File: config.mk
export PLATFORM = sky130hd
export DESIGN_NAME = mem_arbiter_flat
export DESIGN_NICKNAME = d
export VERILOG_FILES = /design/src/rtl/mem_arbiter_if.sv /design/src/rtl/mem_arbiter.sv /design/src/flat_wrapper.sv
export SDC_FILE = /design/constraint.sdc
export NUM_CORES = 1
export LEC_CHECK = 0
export CAP_MARGIN = 10
export CORE_MARGIN = 3
export CORE_UTILIZATION = 40
export CTS_CLUSTER_SIZE = 20
export DETAILED_ROUTE_END_ITERATION = 10
export PLACE_DENSITY_LB_ADDON = 0.2
export SLEW_MARGIN = 10
export SYNTH_ARGS = -nofsm -noshare
export SYNTH_HDL_FRONTEND = slang
export SYNTH_SLANG_ARGS = --single-unit
File: constraint.sdc
create_clock -name clk -period 2.41 [get_ports clk]
set_clock_uncertainty 0.1 [all_clocks]
set_input_delay 0.482 -clock clk [delete_from_list [all_inputs] [get_ports clk]]
set_output_delay 0.482 -clock clk [all_outputs]
set_load 0.02 [all_outputs]
File: src/rtl/mem_arbiter_if.sv
// Unified-memory arbiter bus: the core's fetch (i*) and data (d*) request
// ports plus the single registered command port towards memory (mem*).
// slave = arbiter view; master = core plus memory (environment) view.
interface mem_arbiter_if #(
  parameter int AW = 32
);
  // fetch port
  logic          iReq;
  logic [AW-1:0] iAddr;
  logic [31:0]   iRData;
  logic          iReady;
  // data port
  logic          dReq;
  logic          dWe;
  logic [AW-1:0] dAddr;
  logic [31:0]   dWData;
  logic [31:0]   dRData;
  logic          dReady;
  // hazard-unit stalls
  logic          stallF;
  logic          stallM;
  // memory command / response
  logic          memReq;
  logic          memWe;
  logic [AW-1:0] memAddr;
  logic [31:0]   memWData;
  logic [31:0]   memRData;

  modport slave (
    input  iReq, iAddr, dReq, dWe, dAddr, dWData, memRData,
    output iRData, iReady, dRData, dReady, stallF, stallM,
           memReq, memWe, memAddr, memWData
  );

  modport master (
    output iReq, iAddr, dReq, dWe, dAddr, dWData, memRData,
    input  iRData, iReady, dRData, dReady, stallF, stallM,
           memReq, memWe, memAddr, memWData
  );
endinterface

File: src/rtl/mem_arbiter.sv
// Purpose: shares one fixed-latency memory between the MIPS fetch and data ports, round-robin on ties.
// Latency: memReq 1 cycle after a request is seen idle; ready at +LATENCY+2 (read) or +2 (write).
// Backpressure: one access at a time; the waiting port sees its stall held high until its ready pulse.
//
// Ports: clk, reset (synchronous, active high), bus (mem_arbiter_if.slave):
//   i*/d* request ports towards the core, stallF/stallM to the hazard unit,
//   mem* registered command port and memRData response from memory.
// LATENCY: cycles from the memReq cycle to valid memRData, legal range 1..15.
module mem_arbiter #(
  parameter int LATENCY = 2,
  parameter int AW      = 32
) (
  input  logic         clk,
  input  logic         reset,
  mem_arbiter_if.slave bus
);

  typedef enum logic [1:0] {IDLE, IACC, DACC, DONE} state_t;

  localparam logic [3:0] LAT = 4'(LATENCY);

  state_t        state_q, state_d;
  logic [3:0]    cnt_q, cnt_d;
  logic          lastD_q, lastD_d;     // 1 = most recent grant went to D
  logic          owner_q, owner_d;     // 1 = current access belongs to D
  logic          isWrite_q, isWrite_d;
  logic          memReq_q, memReq_d;
  logic          memWe_q, memWe_d;
  logic [AW-1:0] memAddr_q, memAddr_d;
  logic [31:0]   memWData_q, memWData_d;
  logic [31:0]   iRData_q, iRData_d;
  logic [31:0]   dRData_q, dRData_d;

  always_comb begin
    state_d    = state_q;
    cnt_d      = cnt_q;
    lastD_d    = lastD_q;
    owner_d    = owner_q;
    isWrite_d  = isWrite_q;
    // memReq/memWe are single-cycle strobes: low unless a grant happens now
    memReq_d   = 1'b0;
    memWe_d    = 1'b0;
    memAddr_d  = memAddr_q;
    memWData_d = memWData_q;
    iRData_d   = iRData_q;
    dRData_d   = dRData_q;

    case (state_q)
      IDLE: begin
        // D wins unless I is also waiting and D had the previous grant
        if (bus.dReq && (!bus.iReq || !lastD_q)) begin
          memReq_d   = 1'b1;
          memWe_d    = bus.dWe;
          memAddr_d  = bus.dAddr;
          memWData_d = bus.dWData;
          owner_d    = 1'b1;
          lastD_d    = 1'b1;
          isWrite_d  = bus.dWe;
          cnt_d      = 4'd0;
          state_d    = DACC;
        end else if (bus.iReq) begin
          memReq_d   = 1'b1;
          memWe_d    = 1'b0;
          memAddr_d  = bus.iAddr;
          memWData_d = '0;
          owner_d    = 1'b0;
          lastD_d    = 1'b0;
          isWrite_d  = 1'b0;
          cnt_d      = 4'd0;
          state_d    = IACC;
        end
      end
      IACC, DACC: begin
        if (isWrite_q) begin
          // a store is done once memory has sampled the command
          state_d = DONE;
        end else begin
          // cnt counts cycles since the memReq cycle; data is valid at LAT
          cnt_d = cnt_q + 4'd1;
          if (cnt_q == LAT) begin
            if (owner_q) dRData_d = bus.memRData;
            else         iRData_d = bus.memRData;
            state_d = DONE;
          end
        end
      end
      DONE:    state_d = IDLE;
      default: state_d = IDLE;
    endcase
  end

  always_ff @(posedge clk) begin
    if (reset) begin
      state_q    <= IDLE;
      cnt_q      <= 4'd0;
      lastD_q    <= 1'b0;
      owner_q    <= 1'b0;
      isWrite_q  <= 1'b0;
      memReq_q   <= 1'b0;
      memWe_q    <= 1'b0;
      memAddr_q  <= '0;
      memWData_q <= '0;
      iRData_q   <= '0;
      dRData_q   <= '0;
    end else begin
      state_q    <= state_d;
      cnt_q      <= cnt_d;
      lastD_q    <= lastD_d;
      owner_q    <= owner_d;
      isWrite_q  <= isWrite_d;
      memReq_q   <= memReq_d;
      memWe_q    <= memWe_d;
      memAddr_q  <= memAddr_d;
      memWData_q <= memWData_d;
      iRData_q   <= iRData_d;
      dRData_q   <= dRData_d;
    end
  end

  // Ready pulses decode straight from the DONE state, so exactly one fires per access
  assign bus.iReady   = (state_q == DONE) && !owner_q;
  assign bus.dReady   = (state_q == DONE) &&  owner_q;
  assign bus.stallF   = bus.iReq && !bus.iReady;
  assign bus.stallM   = bus.dReq && !bus.dReady;
  assign bus.memReq   = memReq_q;
  assign bus.memWe    = memWe_q;
  assign bus.memAddr  = memAddr_q;
  assign bus.memWData = memWData_q;
  assign bus.iRData   = iRData_q;
  assign bus.dRData   = dRData_q;

endmodule

File: src/flat_wrapper.sv
// flat-port wrapper written by rule: the top's interface ports become plain ports
module mem_arbiter_flat 
#(
  parameter int LATENCY = 2,
  parameter int AW      = 32
)
  (clk, reset, bus_iReq, bus_iAddr, bus_dReq, bus_dWe, bus_dAddr, bus_dWData, bus_memRData, bus_iRData, bus_iReady, bus_dRData, bus_dReady, bus_stallF, bus_stallM, bus_memReq, bus_memWe, bus_memAddr, bus_memWData);
  mem_arbiter_if #(.AW(AW)) bus_i ();
  input  logic clk;
  input  logic reset;
  input wire logic [$bits(bus_i.iReq)-1:0] bus_iReq;
  input wire logic [$bits(bus_i.iAddr)-1:0] bus_iAddr;
  input wire logic [$bits(bus_i.dReq)-1:0] bus_dReq;
  input wire logic [$bits(bus_i.dWe)-1:0] bus_dWe;
  input wire logic [$bits(bus_i.dAddr)-1:0] bus_dAddr;
  input wire logic [$bits(bus_i.dWData)-1:0] bus_dWData;
  input wire logic [$bits(bus_i.memRData)-1:0] bus_memRData;
  output wire logic [$bits(bus_i.iRData)-1:0] bus_iRData;
  output wire logic [$bits(bus_i.iReady)-1:0] bus_iReady;
  output wire logic [$bits(bus_i.dRData)-1:0] bus_dRData;
  output wire logic [$bits(bus_i.dReady)-1:0] bus_dReady;
  output wire logic [$bits(bus_i.stallF)-1:0] bus_stallF;
  output wire logic [$bits(bus_i.stallM)-1:0] bus_stallM;
  output wire logic [$bits(bus_i.memReq)-1:0] bus_memReq;
  output wire logic [$bits(bus_i.memWe)-1:0] bus_memWe;
  output wire logic [$bits(bus_i.memAddr)-1:0] bus_memAddr;
  output wire logic [$bits(bus_i.memWData)-1:0] bus_memWData;
  assign bus_i.iReq = bus_iReq;
  assign bus_i.iAddr = bus_iAddr;
  assign bus_i.dReq = bus_dReq;
  assign bus_i.dWe = bus_dWe;
  assign bus_i.dAddr = bus_dAddr;
  assign bus_i.dWData = bus_dWData;
  assign bus_i.memRData = bus_memRData;
  assign bus_iRData = bus_i.iRData;
  assign bus_iReady = bus_i.iReady;
  assign bus_dRData = bus_i.dRData;
  assign bus_dReady = bus_i.dReady;
  assign bus_stallF = bus_i.stallF;
  assign bus_stallM = bus_i.stallM;
  assign bus_memReq = bus_i.memReq;
  assign bus_memWe = bus_i.memWe;
  assign bus_memAddr = bus_i.memAddr;
  assign bus_memWData = bus_i.memWData;
  mem_arbiter #(.LATENCY(LATENCY), .AW(AW)) u_core (.clk(clk), .reset(reset), .bus(bus_i));
endmodule
Word-level counts from Yosys, hierarchy flattened
Index checks and enable logic that the tools add are counted.
{"block": "totals", "ff_bits": 138, "in_bits": 133, "output_inout_bits": 134}
{"block": "classes", "n_addsub": 1, "eq_ne": 7, "n_mux": 18, "bitwise_logic": 4, "n_reduce_logical": 21}
{"operator": "$mux W32", "count": 4}
{"operator": "$mux W4", "count": 3}
{"operator": "$mux W2", "count": 4}
{"operator": "$pmux W4 S2", "count": 1}
{"operator": "$reduce_and A4 Y1", "count": 2}
{"operator": "$pmux W2 S3", "count": 1}
{"operator": "$logic_and A1 B1 Y1", "count": 5}
{"operator": "$mux W1", "count": 5}
{"operator": "$add A4 B1 Y4 const B", "count": 1}
{"operator": "$eq A2 B2 Y1 const B", "count": 2}
{"operator": "$eq A4 B2 Y1 const B", "count": 1}
{"operator": "$logic_not A1 Y1", "count": 4}
{"operator": "$not A1 Y1", "count": 4}
{"operator": "$reduce_and A2 Y1", "count": 2}
{"operator": "$reduce_bool A2 Y1", "count": 2}
{"operator": "$reduce_or A2 Y1", "count": 2}
{"operator": "$ne A3 B1 Y1 const B", "count": 1}
{"operator": "$ne A3 B2 Y1 const B", "count": 1}
{"operator": "$reduce_and A3 Y1", "count": 1}
{"operator": "$reduce_or A3 Y1", "count": 1}
{"operator": "$eq A2 B1 Y1 const B", "count": 1}
{"operator": "$logic_not A2 Y1", "count": 1}
{"operator": "$ne A2 B2 Y1 const B", "count": 1}
{"operator": "$logic_or A1 B1 Y1", "count": 1}

Logic depth before layout (Yosys ltp)
{"block": "logic_depth", "word_depth": 5, "ltp_mapped": 8, "depth_no_buf": 6}

Worst setup path before layout
OpenSTA, ideal clock, no wires.
{"block": "synth_path", "path_kind": "register to register", "from": "reg u_core.state_q[0]", "to": "reg u_core.iRData_q[14] (netlist: u_core.bus.iRData[14])", "setup_ns": 0.132, "arrival_time_ns": 1.595, "path_slack_ns": 0.582, "stages_incl_launch_ff": 9, "cell_sequence": "dfxtp_1 > inv_1 > ha_1 > nand2b_1 > or4_1 > clkbuf_1 > buf_2 > nand2_1 > a21oi_1"}
{"block": "synth_via", "elab_chain_len": 3, "word_cells_on_any_way": 4}
{"item": "start: declaration", "line": "mem_arbiter.sv:22", "source": "state_t state_q, state_d;"}
{"item": "start signal: assignment", "line": "mem_arbiter.sv:106", "source": "state_q <= state_d;"}
{"item": "$eq A2 B1 Y1 / $eq A2 B2 Y1 (equally long branches)", "line": "mem_arbiter.sv:48", "source": "case (state_q)"}
{"item": "$reduce_or A2 Y1 *", "line": "mem_arbiter.sv:48"}
{"item": "$reduce_and A4 Y1 (no source line) *"}
{"item": "end signal: assignment", "line": "mem_arbiter.sv:115", "source": "iRData_q <= iRData_d;"}
{"item": "end: declaration", "line": "mem_arbiter.sv:31", "source": "logic [31:0] iRData_q, iRData_d;"}
Mark *: on every way between the ends. The rest lies on a longest branch, timed or not.
A chain may end at the register's enable or synchronous reset.

Worst setup path in the final report
{"block": "layout_path", "from": "reg u_core.state_q[1]", "to": "out bus_dReady"}
{"block": "layout_via", "elab_chain_len": 2}
{"item": "$eq A2 B2 Y1", "line": "mem_arbiter.sv:122", "source": "assign bus.dReady = (state_q == DONE) && owner_q;"}
{"item": "$logic_and A1 B1 Y1", "line": "mem_arbiter.sv:122"}
{"item": "end: declaration", "line": "flat_wrapper.sv:21", "source": "output wire logic [$bits(bus_i.dReady)-1:0] bus_dReady;"}
No other way between the ends.

==> results.md <==
* Die area at around 14000 um2
* Final period util at between 90% and 100%
* Synth unique cells at 32
* Synth area leaders: dfxtp_1 (54%), nand2_1 (9.6%), a21oi_1 (6.7%)
* Fillers at between 900 and 1000
* Drt pass-1 iters at 4
* Setup bufs post-CTS at 0
* Clk_lat worst skew at about 0.4 ns
* Pins Over Slew Limit at 0
* Clk slew on worst S/H paths at about 0.060 ns
* Row count at 40
* Post-route setup slack at around 0.084 ns
* CP Max Fanout at 3
* Worst EP arrival at ~1.7 ns
* Startpoint types: flip-flop
* Combinational Power Share at between 30% and 40%
* Kind of critical path: flip-flop to output port
* Post-synth EDFFs at 0
* Worst slew margin at between 60% and 70%
* Max_cap viols at 0
* Flop pwr share at ~36%
* Wire length per cell at ~16 um
* Boundary pin count at 267
* Proportion of layout cells with a drive suffix above 1 at between 6 and 7%
* Post-synth top area share at a little over half
* Maximum VDD drop at approximately 0.47 mV
* Core Footprint at about 12000 um2
* Switching Fraction at approximately a third
* Outcome: finished, final reports clean
* ANT cells at 0
* Final hold viol count at 0
* Global-route wire length before repair at 25.2 mm
* Largest net degree at the start of global routing at 54
* Detailed-route DRC error count at 0
* Clock Tree Root: clkbuf_16
* Avg Cell Area, Syn at 9.10 um2
* Die W at between 100 and 150 um
* Synthesized flop and latch total at 138
* Ys async rst share at 0%
* Synth Warn # at 0
* CTS HTree Levels at 4
* Initial Util at 41.8%
* Post-route ant nets at 0
* Highest Clock Rate at between 400 and 500 MHz
* Vias in the first global route at between 5000 and 6000
* Register area share after synthesis at a little over half
* DIE HEIGHT at 119 um
* Final #Nets at ~960
* Area Growth Syn to Fin at 67.2%
* DP Worst Slack at ~0.073 ns
* Vias per cell at approximately 5
* Synthesized area at between 5000 and 6000 um2
* Leak at between 3 and 4 nW
* Final HPWL DP at about 11 mm
* Port Buf Inserts at 266
* TritonCTS clock tree: built
* Count leader, synth: dfxtp_1
* Post-Route WL at about 16 mm
* Synth top cells by count: dfxtp_1 (138), nand2_1 (131), a21oi_1 (69)
* Setup violators final at 0
* Hold Crit Class: primary input to flip-flop
* Mapped Nets at approximately 700
* Final setup TNS at 0 ns
* Max clock buf depth at 2
* Worst EP required at roughly 1.8 ns
* Crit path capture type: output port
* Synth area leader: dfxtp_1
* Clock sinks at roughly 140
* Main flop type after synthesis: dfxtp_1
* Slew at the pin closest to its max-slew limit at approximately 0.54 ns
* Tot Pwr at 0.00780 W
* Clock Power Share at 33.2%
* Initial antenna violation count at 0
* Sw Pwr at roughly 0.0025 W
* GPL Wtd Cong at between 0.7 and 0.8
* RSZ-0062 raised after global routing: no
* Internal Power at roughly 0.0053 W
* Min Tclk post-route at approximately 2.3 ns
* Mapped Cells at roughly 560
* Hold-fix buffers at CTS at 0
* CTS buffer count at 17
* Vias post-DR at around 5000
* GRT overflow at 0
* Drt initial violations at about 320
* Power per cell area at 909 nW/um2
* Tot GR Track Use at 21.8%
[layer usage]
layer,track usage (%),wire length (um),up-vias
li1,-,-,2459
met1,23.7,6050,2275
met2,37.9,7630,234
met3,8.55,1440,36
met4,9.05,440,0
met5,0,0,-
[power groups by stage]
stage               clock network (W)  logic, W  registers (W)
floorplan                           0  0.000972        0.00315
global placement                    0   0.00238        0.00282
detailed placement                  0   0.00243        0.00283
CTS                           0.00264   0.00244        0.00279
global route                  0.00274   0.00264        0.00283
finish                        0.00259   0.00242        0.00279
[registers in the layout, summed over array words and instances (netlist names)]
| register | cells |
|---|---|
| u_core.owner_q | 1 |
| u_core.bus.dRData | 32 |
| u_core.bus.memReq | 1 |
| u_core.bus.memAddr | 32 |
| u_core.state_q | 2 |
| u_core.cnt_q | 4 |
| u_core.bus.iRData | 32 |
| u_core.isWrite_q | 1 |
| u_core.bus.memWData | 32 |
| u_core.bus.memWe | 1 |
[final timing paths]
kind                         startpoint                    end  slack (ns)  cells after the start
setup / recovery      u_core.state_q[1]             bus_dReady        0.08                      3
hold / removal                    reset  u_core.bus.memAddr[4]        0.22                      2
setup reg to reg      u_core.state_q[1]   u_core.bus.iRData[7]        0.38                      7
hold reg to reg   u_core.bus.iRData[28]  u_core.bus.iRData[28]        0.35                      2
[layout by cell type (no fill, tap or decap), drive strengths merged, types with 17 or more instances in the layout]
cell type / count
a211oi: 33
a21oi: 69
a22o: 32
buf: 17
clkbuf: 20
clkdlybuf4s50: 262
dfxtp: 138
mux2i: 34
nand2: 131
nor2: 38
[critical path, cell delays in order (launching register included)]
cell	delay [ns]
dfxtp_1	0.36
ha_1	0.18
and2_1	0.16
clkdlybuf4s50_1	0.64
[through the flow]
step	util (%)	cells	area (um2)	hold WS (ns)
6_report	69.9	1000	8580	0.218
3_5_place_dp	65.1	968	7990	0.346
5_1_grt	69.9	1000	8580	0.216
2_1_floorplan	-	564	5130	0.353
4_1_cts	69.9	1000	8580	0.206
3_3_place_gp	65.1	968	7990	0.341
[cell families after synthesis]
group	count (synthesis)	share of synthesized area [%]
simple gates	192	15.7
compound gates	144	18.3
flops	138	53.8
buf+inv	51	4.34
fa+ha+maj	5	1.22
mux	34	6.63
[repair_timing]
action,CTS,global route
setup endpoints to repair,3,0
hold endpoints to repair,0,0
gates resized for setup,3,0
[cell type report]
cell class                 instances  area (um2)  share of cell area [%]
timing repair buffer             282        2810                    32.8
tap                              168         210                    2.45
clock buffer                      20         457                    5.32
clock inverter                    12         136                    1.59
inverter                           5        18.8                   0.219
sequential                       138        2760                    32.2
multi-input combinational        375        2180                    25.4
Power figures use the tool's default switching activity.
